==> src/rtl/tenbaset_pkg.sv <==
// Shared types and constants for the 10BASE-T TD-pair scheduler.
// Preamble generation in the scheduler is enabled with TENBASET_PREAMBLE_EN.
package tenbaset_pkg;

  typedef enum logic [2:0] {
    ST_IDLE,
    ST_NLP,
    ST_PRE,
    ST_DATA,
    ST_TPIDL,
    ST_IFG
  } state_t;

  localparam logic [7:0] PREAMBLE_BYTE = 8'h55;
  localparam logic [7:0] SFD_BYTE      = 8'hD5;
  localparam int         PREAMBLE_LEN  = 7;
  localparam int         BIT_CYC       = 2;
  localparam int         BYTE_CYC      = 8 * BIT_CYC;

endpackage

==> src/rtl/tenbaset_manchester_ser.sv <==
// Byte-wide Manchester serializer: LSB first, two half-bit cycles per bit.
// o_level is the TD+ level for the current half bit; o_byte_done marks the last half of bit 7.
module tenbaset_manchester_ser
  import tenbaset_pkg::*;
(
  input  logic       i_clk,
  input  logic       i_rst,
  input  logic       i_load,
  input  logic [7:0] i_byte,
  input  logic       i_en,
  output logic       o_level,
  output logic       o_byte_done
);

  logic [7:0] r_sh;
  logic [2:0] r_bit;
  logic       r_half;

  // A load wins over the shift so a new byte can follow bit 7 without a gap.
  always_ff @(posedge i_clk) begin
    if (i_rst) begin
      r_sh   <= '0;
      r_bit  <= '0;
      r_half <= 1'b0;
    end else if (i_load) begin
      r_sh   <= i_byte;
      r_bit  <= '0;
      r_half <= 1'b0;
    end else if (i_en) begin
      r_half <= ~r_half;
      if (r_half) begin
        r_sh  <= {1'b0, r_sh[7:1]};
        r_bit <= r_bit + 3'd1;
      end
    end
  end

  assign o_level     = r_half ? r_sh[0] : ~r_sh[0];
  assign o_byte_done = i_en & r_half & (r_bit == 3'd7);

endmodule

==> src/rtl/tenbaset_tx_scheduler.sv <==
// 10BASE-T TD-pair owner: NLP generation, Manchester frame transmit, TP_IDL and inter-frame gap.
// Define TENBASET_PREAMBLE_EN to have the block insert 7x 0x55 + SFD ahead of each frame.
module tenbaset_tx_scheduler
  import tenbaset_pkg::*;
#(
  parameter int NLP_PERIOD = 262144,
  parameter int NLP_WIDTH  = 2,
  parameter int TPIDL_CYC  = 6,
  parameter int IFG_CYC    = 192
) (
  input  logic       i_clk20,
  input  logic       i_rst,
  input  logic       i_tx_valid,
  input  logic [7:0] i_tx_data,
  input  logic       i_tx_last,
  output logic       o_tx_ready,
  output logic       o_tx_busy,
  output logic       o_tx_underrun,
  output logic       o_Ethernet_TDp,
  output logic       o_Ethernet_TDm
);

  localparam int NLP_W = $clog2(NLP_PERIOD);
  localparam int GAP_W = 16;
  localparam logic [NLP_W-1:0] NLP_LAST  = NLP_W'(NLP_PERIOD - 1);
  localparam logic [GAP_W-1:0] NLP_END   = GAP_W'(NLP_WIDTH - 1);
  localparam logic [GAP_W-1:0] TPIDL_END = GAP_W'(TPIDL_CYC - 1);
  localparam logic [GAP_W-1:0] IFG_END   = GAP_W'(IFG_CYC - 1);
  localparam logic [2:0]       PRE_LAST  = 3'(PREAMBLE_LEN);
  localparam logic [2:0]       PRE_SFD   = 3'(PREAMBLE_LEN - 1);

  state_t           r_state, w_next;
  logic [NLP_W-1:0] r_nlp_cnt;
  logic [GAP_W-1:0] r_gap;
  logic [2:0]       r_pre_cnt;
  logic             r_last;
  logic             r_tdp, r_tdm;

  logic       w_load, w_ser_en, w_level, w_byte_done;
  logic [7:0] w_byte;
  logic       w_ready, w_underrun, w_tdp, w_tdm, w_busy;

  assign w_ser_en = (r_state == ST_PRE) || (r_state == ST_DATA);
  assign w_busy   = (r_state == ST_PRE) || (r_state == ST_DATA) ||
                    (r_state == ST_TPIDL) || (r_state == ST_IFG);

  tenbaset_manchester_ser u_ser (
    .i_clk       (i_clk20),
    .i_rst       (i_rst),
    .i_load      (w_load),
    .i_byte      (w_byte),
    .i_en        (w_ser_en),
    .o_level     (w_level),
    .o_byte_done (w_byte_done)
  );

  always_comb begin
    w_next     = r_state;
    w_load     = 1'b0;
    w_byte     = i_tx_data;
    w_ready    = 1'b0;
    w_underrun = 1'b0;
    w_tdp      = 1'b0;
    w_tdm      = 1'b0;
    case (r_state)
      ST_IDLE: begin
        // A frame request beats an NLP that expires in the same cycle.
        if (i_tx_valid) begin
          w_load = 1'b1;
`ifdef TENBASET_PREAMBLE_EN
          w_byte = PREAMBLE_BYTE;
          w_next = ST_PRE;
`else
          w_ready = 1'b1;
          w_next  = ST_DATA;
`endif
        end else if (r_nlp_cnt == NLP_LAST) begin
          w_next = ST_NLP;
        end
      end
      ST_NLP: begin
        w_tdp = 1'b1;
        if (r_gap == NLP_END) w_next = ST_IDLE;
      end
      ST_PRE: begin
        w_tdp = w_level;
        w_tdm = ~w_level;
        if (w_byte_done) begin
          if (r_pre_cnt == PRE_LAST) begin
            if (i_tx_valid) begin
              w_load  = 1'b1;
              w_ready = 1'b1;
              w_next  = ST_DATA;
            end else begin
              w_underrun = 1'b1;
              w_next     = ST_TPIDL;
            end
          end else begin
            w_load = 1'b1;
            w_byte = (r_pre_cnt == PRE_SFD) ? SFD_BYTE : PREAMBLE_BYTE;
          end
        end
      end
      ST_DATA: begin
        w_tdp = w_level;
        w_tdm = ~w_level;
        if (w_byte_done) begin
          if (r_last) begin
            w_next = ST_TPIDL;
          end else if (i_tx_valid) begin
            w_load  = 1'b1;
            w_ready = 1'b1;
          end else begin
            w_underrun = 1'b1;
            w_next     = ST_TPIDL;
          end
        end
      end
      ST_TPIDL: begin
        w_tdp = 1'b1;
        if (r_gap == TPIDL_END) w_next = ST_IFG;
      end
      ST_IFG: begin
        if (r_gap == IFG_END) w_next = ST_IDLE;
      end
      default: w_next = ST_IDLE;
    endcase
  end

  always_ff @(posedge i_clk20) begin
    if (i_rst) begin
      r_state   <= ST_IDLE;
      r_nlp_cnt <= '0;
      r_gap     <= '0;
      r_pre_cnt <= '0;
      r_last    <= 1'b0;
      r_tdp     <= 1'b0;
      r_tdm     <= 1'b0;
    end else begin
      r_state <= w_next;
      r_gap   <= (w_next != r_state) ? '0 : r_gap + GAP_W'(1);
      // The NLP counter keeps running through an NLP so starts stay exactly one period apart.
      if ((r_state == ST_IDLE) && (i_tx_valid || (r_nlp_cnt == NLP_LAST)))
        r_nlp_cnt <= '0;
      else if ((r_state == ST_IDLE) || (r_state == ST_NLP))
        r_nlp_cnt <= r_nlp_cnt + NLP_W'(1);
      else
        r_nlp_cnt <= '0;
      if (r_state != ST_PRE)
        r_pre_cnt <= '0;
      else if (w_byte_done)
        r_pre_cnt <= r_pre_cnt + 3'd1;
      if (w_ready) r_last <= i_tx_last;
      r_tdp <= w_tdp;
      r_tdm <= w_tdm;
    end
  end

  assign o_tx_ready     = w_ready & ~i_rst;
  assign o_tx_underrun  = w_underrun & ~i_rst;
  assign o_tx_busy      = w_busy & ~i_rst;
  assign o_Ethernet_TDp = r_tdp;
  assign o_Ethernet_TDm = r_tdm;

endmodule
==> config.mk <==
export PLATFORM = sky130hd
export DESIGN_NAME = tenbaset_tx_scheduler
export DESIGN_NICKNAME = d
export VERILOG_FILES = /design/src/rtl/tenbaset_pkg.sv /design/src/rtl/tenbaset_manchester_ser.sv /design/src/rtl/tenbaset_tx_scheduler.sv
export SDC_FILE = /design/constraint.sdc
export NUM_CORES = 1
export LEC_CHECK = 0
export CAP_MARGIN = 10
export CORE_ASPECT_RATIO = 0.6
export CORE_MARGIN = 1.5
export CORE_UTILIZATION = 50
export CTS_BUF_LIST = sky130_fd_sc_hd__clkbuf_2 sky130_fd_sc_hd__clkbuf_4 sky130_fd_sc_hd__clkbuf_8
export DETAILED_ROUTE_END_ITERATION = 10
export GPL_ROUTABILITY_DRIVEN = 0
export PLACE_DENSITY = 0.8
export SETUP_SLACK_MARGIN = 0.2
export SLEW_MARGIN = 5
export SYNTH_ARGS = -nofsm -noshare
export SYNTH_HDL_FRONTEND = slang
export SYNTH_SLANG_ARGS = --single-unit
==> constraint.sdc <==
create_clock -name i_clk20 -period 3 [get_ports i_clk20]
set_clock_uncertainty 0.15 [all_clocks]
set_input_delay 0.45 -clock i_clk20 [delete_from_list [all_inputs] [get_ports i_clk20]]
set_output_delay 0.45 -clock i_clk20 [all_outputs]
set_load 0.05 [all_outputs]
==> out/summary.md <==
The most common cell in the synthesized netlist is sky130_fd_sc_hd__dfxtp_1. Dividing the detail-routed via count by the number of cells gives 5.60. The number of hold-slack violations in the final timing report was 0; the diode insertion count for antenna repair was 0. The number of placement rows came out at 21. For this run, asynchronously set or reset flops after synthesis account for 0%.

The synthesis-to-layout area growth works out to 11.9%. In this run the worst path has a maximum fanout of 5. The violation count after the first detailed-routing iteration is 189. The via count of the first global-routing pass was 2,035; the flip-flop and latch count after synthesis was 55.

The proportion of layout cells with a drive suffix above 1 is 10.5%. Counting every sink on the clock net gives 55. At the worst endpoint, the arrival time is 2.08 ns. The cell at the root of the clock tree is sky130_fd_sc_hd__clkbuf_8. Entering global routing, the biggest net connects 21 pins. The tools report the category of the worst setup path capture point as an output pin. When the netlist entered floorplanning its net count stood at 338.

After synthesis, flip-flops and latches occupy 38.8% of the total area. The setup TNS came out at 0 ns. The commonest register cell after synthesis was sky130_fd_sc_hd__dfxtp_1. The synthesized design contains 0 enable-type register cells. The logs give 51.4% for the initial cell density of the core and 0.31 ns for the clock latency reported for the late side of the worst-skew pair.

After legalization and detailed placement, the total HPWL measured 4.04 mm. The tools report the initial antenna violation count as 0. Cell accounting for the most synthesized area: sky130_fd_sc_hd__dfxtp_1. The longest clock path from root to sink contains 2 buffers. The total setup violations reported at the end of the flow is 0.

The type of the setup path with the least slack is flop to output pin. Multi-input logic area: 1630 sq um. The number of top-level design ports is 17, and the netlist area before placement is 2840 sq um. The die is 61.3 um tall. The final layout contains routed wiring with a total length of 5.67 mm. The worst path uses 89.4% of the clock period. The number of warning messages in the yosys log is 0, and the per-cell routed wire length is 14.1 um. The clock-pin slew of the registers on the worst-case setup and hold paths was 0.09 ns; the layout net count was 352. The max-slew violation count was 0; the measured slew at the worst slew-check pin was 0.670 ns. Buffers inserted during clock tree synthesis total 5. The number of input and output port buffers inserted was 16; the total power after layout was 0.00146 W. The logs give 2.40 ns for the required time at the worst-slack endpoint and 0.373 GHz for the peak clock frequency supported by timing. The tools report the antenna violation net count after detailed routing as 0. The run gives 318 as the post-synthesis instance total. Setup repair after global routing could not meet its margin everywhere.

Sorting the synthesized cells by area gives the leading types as sky130_fd_sc_hd__dfxtp_1 (39%), sky130_fd_sc_hd__nor2_1 (6.0%), sky130_fd_sc_hd__xor2_1 (5.6%). The commonest cells after synthesis are sky130_fd_sc_hd__dfxtp_1 (55), sky130_fd_sc_hd__nor2_1 (45), sky130_fd_sc_hd__nand2_1 (23), sky130_fd_sc_hd__xor2_1 (18), sky130_fd_sc_hd__xnor2_1 (16). The top cell type's share of synthesized area works out to 38.8%. Category of the worst setup path launch point: a flop. Global routing used 20.0% of the available tracks across all layers. The first global-routing pass estimated 9.52 mm of wire. The tightest min-delay check is of the flop to flop type.

After filler insertion, the fill cell instance count of the layout stands at 508. The power density of the placed cells is 460 nW/um^2, and the die span in x is 100 um. The post-route minimum period was 2.68 ns. For this block, the via count after detailed routing is 2,251. The number of unique standard cell types used by synthesis was 52; the total leakage power was 1.19 nW. For the worst-case headroom to the max-slew limit, the log shows 55.3%. The run finished with clean final reports. The region available for standard cell placement spans 5520 sq um. The run gives 6150 sq um as the area of the die.

After synthesis, the mean cell area works out to 8.92 sq um. For the number of remaining DRC errors, the log shows 0. Hold timing on the final database bottoms out at a slack of 0.338 ns. TritonCTS built the clock tree.

The largest voltage drop on the vdd net was 314 uV; the area taken by flip-flops and latches was 1100 sq um. The tools report the global route total overflow as 0. The number of maximum-capacitance constraint violations is 0, and the count of H-tree levels built during CTS is 2. The run gives 4 as the number of optimization iterations in the first detailed-route pass.
[final cells by class]
class / instances / share of cell area [%]
multi-input combinational: 241 / 51.4
timing repair buffer: 22 / 7.02
inverter: 7 / 0.828
clock buffer: 8 / 3.27
tap: 69 / 2.72
sequential: 55 / 34.7
[cells by family (layout without fill, tap and decap cells)]
kind of cell / count (synthesis) / count (layout) / synth area share [%]
muxes: 6 / 6 / 2.12
xor gates and xnor gates: 34 / 34 / 10.5
DFF: 55 / 55 / 38.8
adders and majority gates: 8 / 8 / 3.53
AOI/OAI and AO/OA: 54 / 54 / 14.7
and+or+nand+nor: 139 / 139 / 26.4
buffers and inverters: 22 / 37 / 3.88
[what timing repair did]
action / in CTS / in global routing
endpoints found under the setup margin: 0 / 16
hold buffers: 0 / 0
buffers inserted: 0 / 3
resized for setup: 0 / 3
[routing by layer]
metal  up-vias  part of all wire [%]  GRT usage [%]
met5         -                     0              0
met4         0                  0.33           6.64
met3         2                   4.7           5.68
met2        46                    40           29.1
met1      1056                    55           28.8
li1       1147                     -              -
[through the flow]
step | setup slack [ns] | std cells | util [%] | area, sq um
3_3_place_gp | 0.319 | 391 | 55.2 | 3050
2_1_floorplan | 0.402 | 318 | - | 2840
3_5_place_dp | 0.250 | 391 | 55.2 | 3050
6_report | 0.319 | 402 | 57.5 | 3170
5_1_grt | 0.195 | 402 | 57.5 | 3170
4_1_cts | 0.205 | 399 | 57.1 | 3150
[flip-flops by register name (all words and copies together) (netlist names)]
signal          flops
u_ser.r_bit         3
r_pre_cnt           3
r_nlp_cnt          18
u_ser.r_sh          8
r_gap              16
r_last              1
o_Ethernet_TDm      1
u_ser.r_half        1
o_Ethernet_TDp      1
r_state             3
[critical path: stages, from the launching register on]
cell                       delay (ns)
sky130_fd_sc_hd__dfxtp_1         0.34
sky130_fd_sc_hd__ha_1            0.20
sky130_fd_sc_hd__ha_1            0.23
sky130_fd_sc_hd__and4b_2         0.28
sky130_fd_sc_hd__and2_1          0.20
sky130_fd_sc_hd__o311ai_2        0.25
sky130_fd_sc_hd__nor2_1          0.08
sky130_fd_sc_hd__buf_4           0.19
[power breakdown]
part           switching [W]  internal [W]  leakage, nW
clock network       0.000229      0.000220       0.0549
logic               0.000126     0.0000954        0.694
registers          0.0000333      0.000756        0.446
total               0.000388       0.00107         1.19
[cell usage in the layout (no fill, tap or decap), types with 4 or more instances in the layout]
master / synthesis / layout
sky130_fd_sc_hd__nor3_1: 14 / 14
sky130_fd_sc_hd__nand2_1: 23 / 23
sky130_fd_sc_hd__buf_4: 2 / 7
sky130_fd_sc_hd__nand2b_1: 5 / 5
sky130_fd_sc_hd__xor2_1: 18 / 18
sky130_fd_sc_hd__clkdlybuf4s50_1: 0 / 13
sky130_fd_sc_hd__xnor2_1: 16 / 16
sky130_fd_sc_hd__and2_1: 4 / 4
sky130_fd_sc_hd__inv_1: 7 / 7
sky130_fd_sc_hd__clkbuf_8: 0 / 7
sky130_fd_sc_hd__o21a_1: 13 / 13
sky130_fd_sc_hd__nor2_1: 45 / 45
sky130_fd_sc_hd__dfxtp_1: 55 / 54
sky130_fd_sc_hd__ha_1: 8 / 8
sky130_fd_sc_hd__mux2i_1: 6 / 6
sky130_fd_sc_hd__a221oi_1: 4 / 4
sky130_fd_sc_hd__a21oi_1: 13 / 13
sky130_fd_sc_hd__nand4_1: 8 / 8
sky130_fd_sc_hd__nand3_1: 15 / 15
[final timing paths]
kind,startpoint,endpoint,slack (ns),cells after the start
setup reg to reg,u_ser.r_bit[0]$_SDFFE_PP0P_,u_ser.r_sh[0]$_SDFFE_PP0P_,0.54,9
setup / recovery,u_ser.r_bit[0]$_SDFFE_PP0P_,o_tx_ready,0.32,7
hold / removal,r_pre_cnt[2]$_SDFFE_PP0N_,r_pre_cnt[2]$_SDFFE_PP0N_,0.34,2
hold reg to reg,r_pre_cnt[2]$_SDFFE_PP0N_,r_pre_cnt[2]$_SDFFE_PP0N_,0.34,2
No activity file was read; power rests on OpenSTA's default activity.
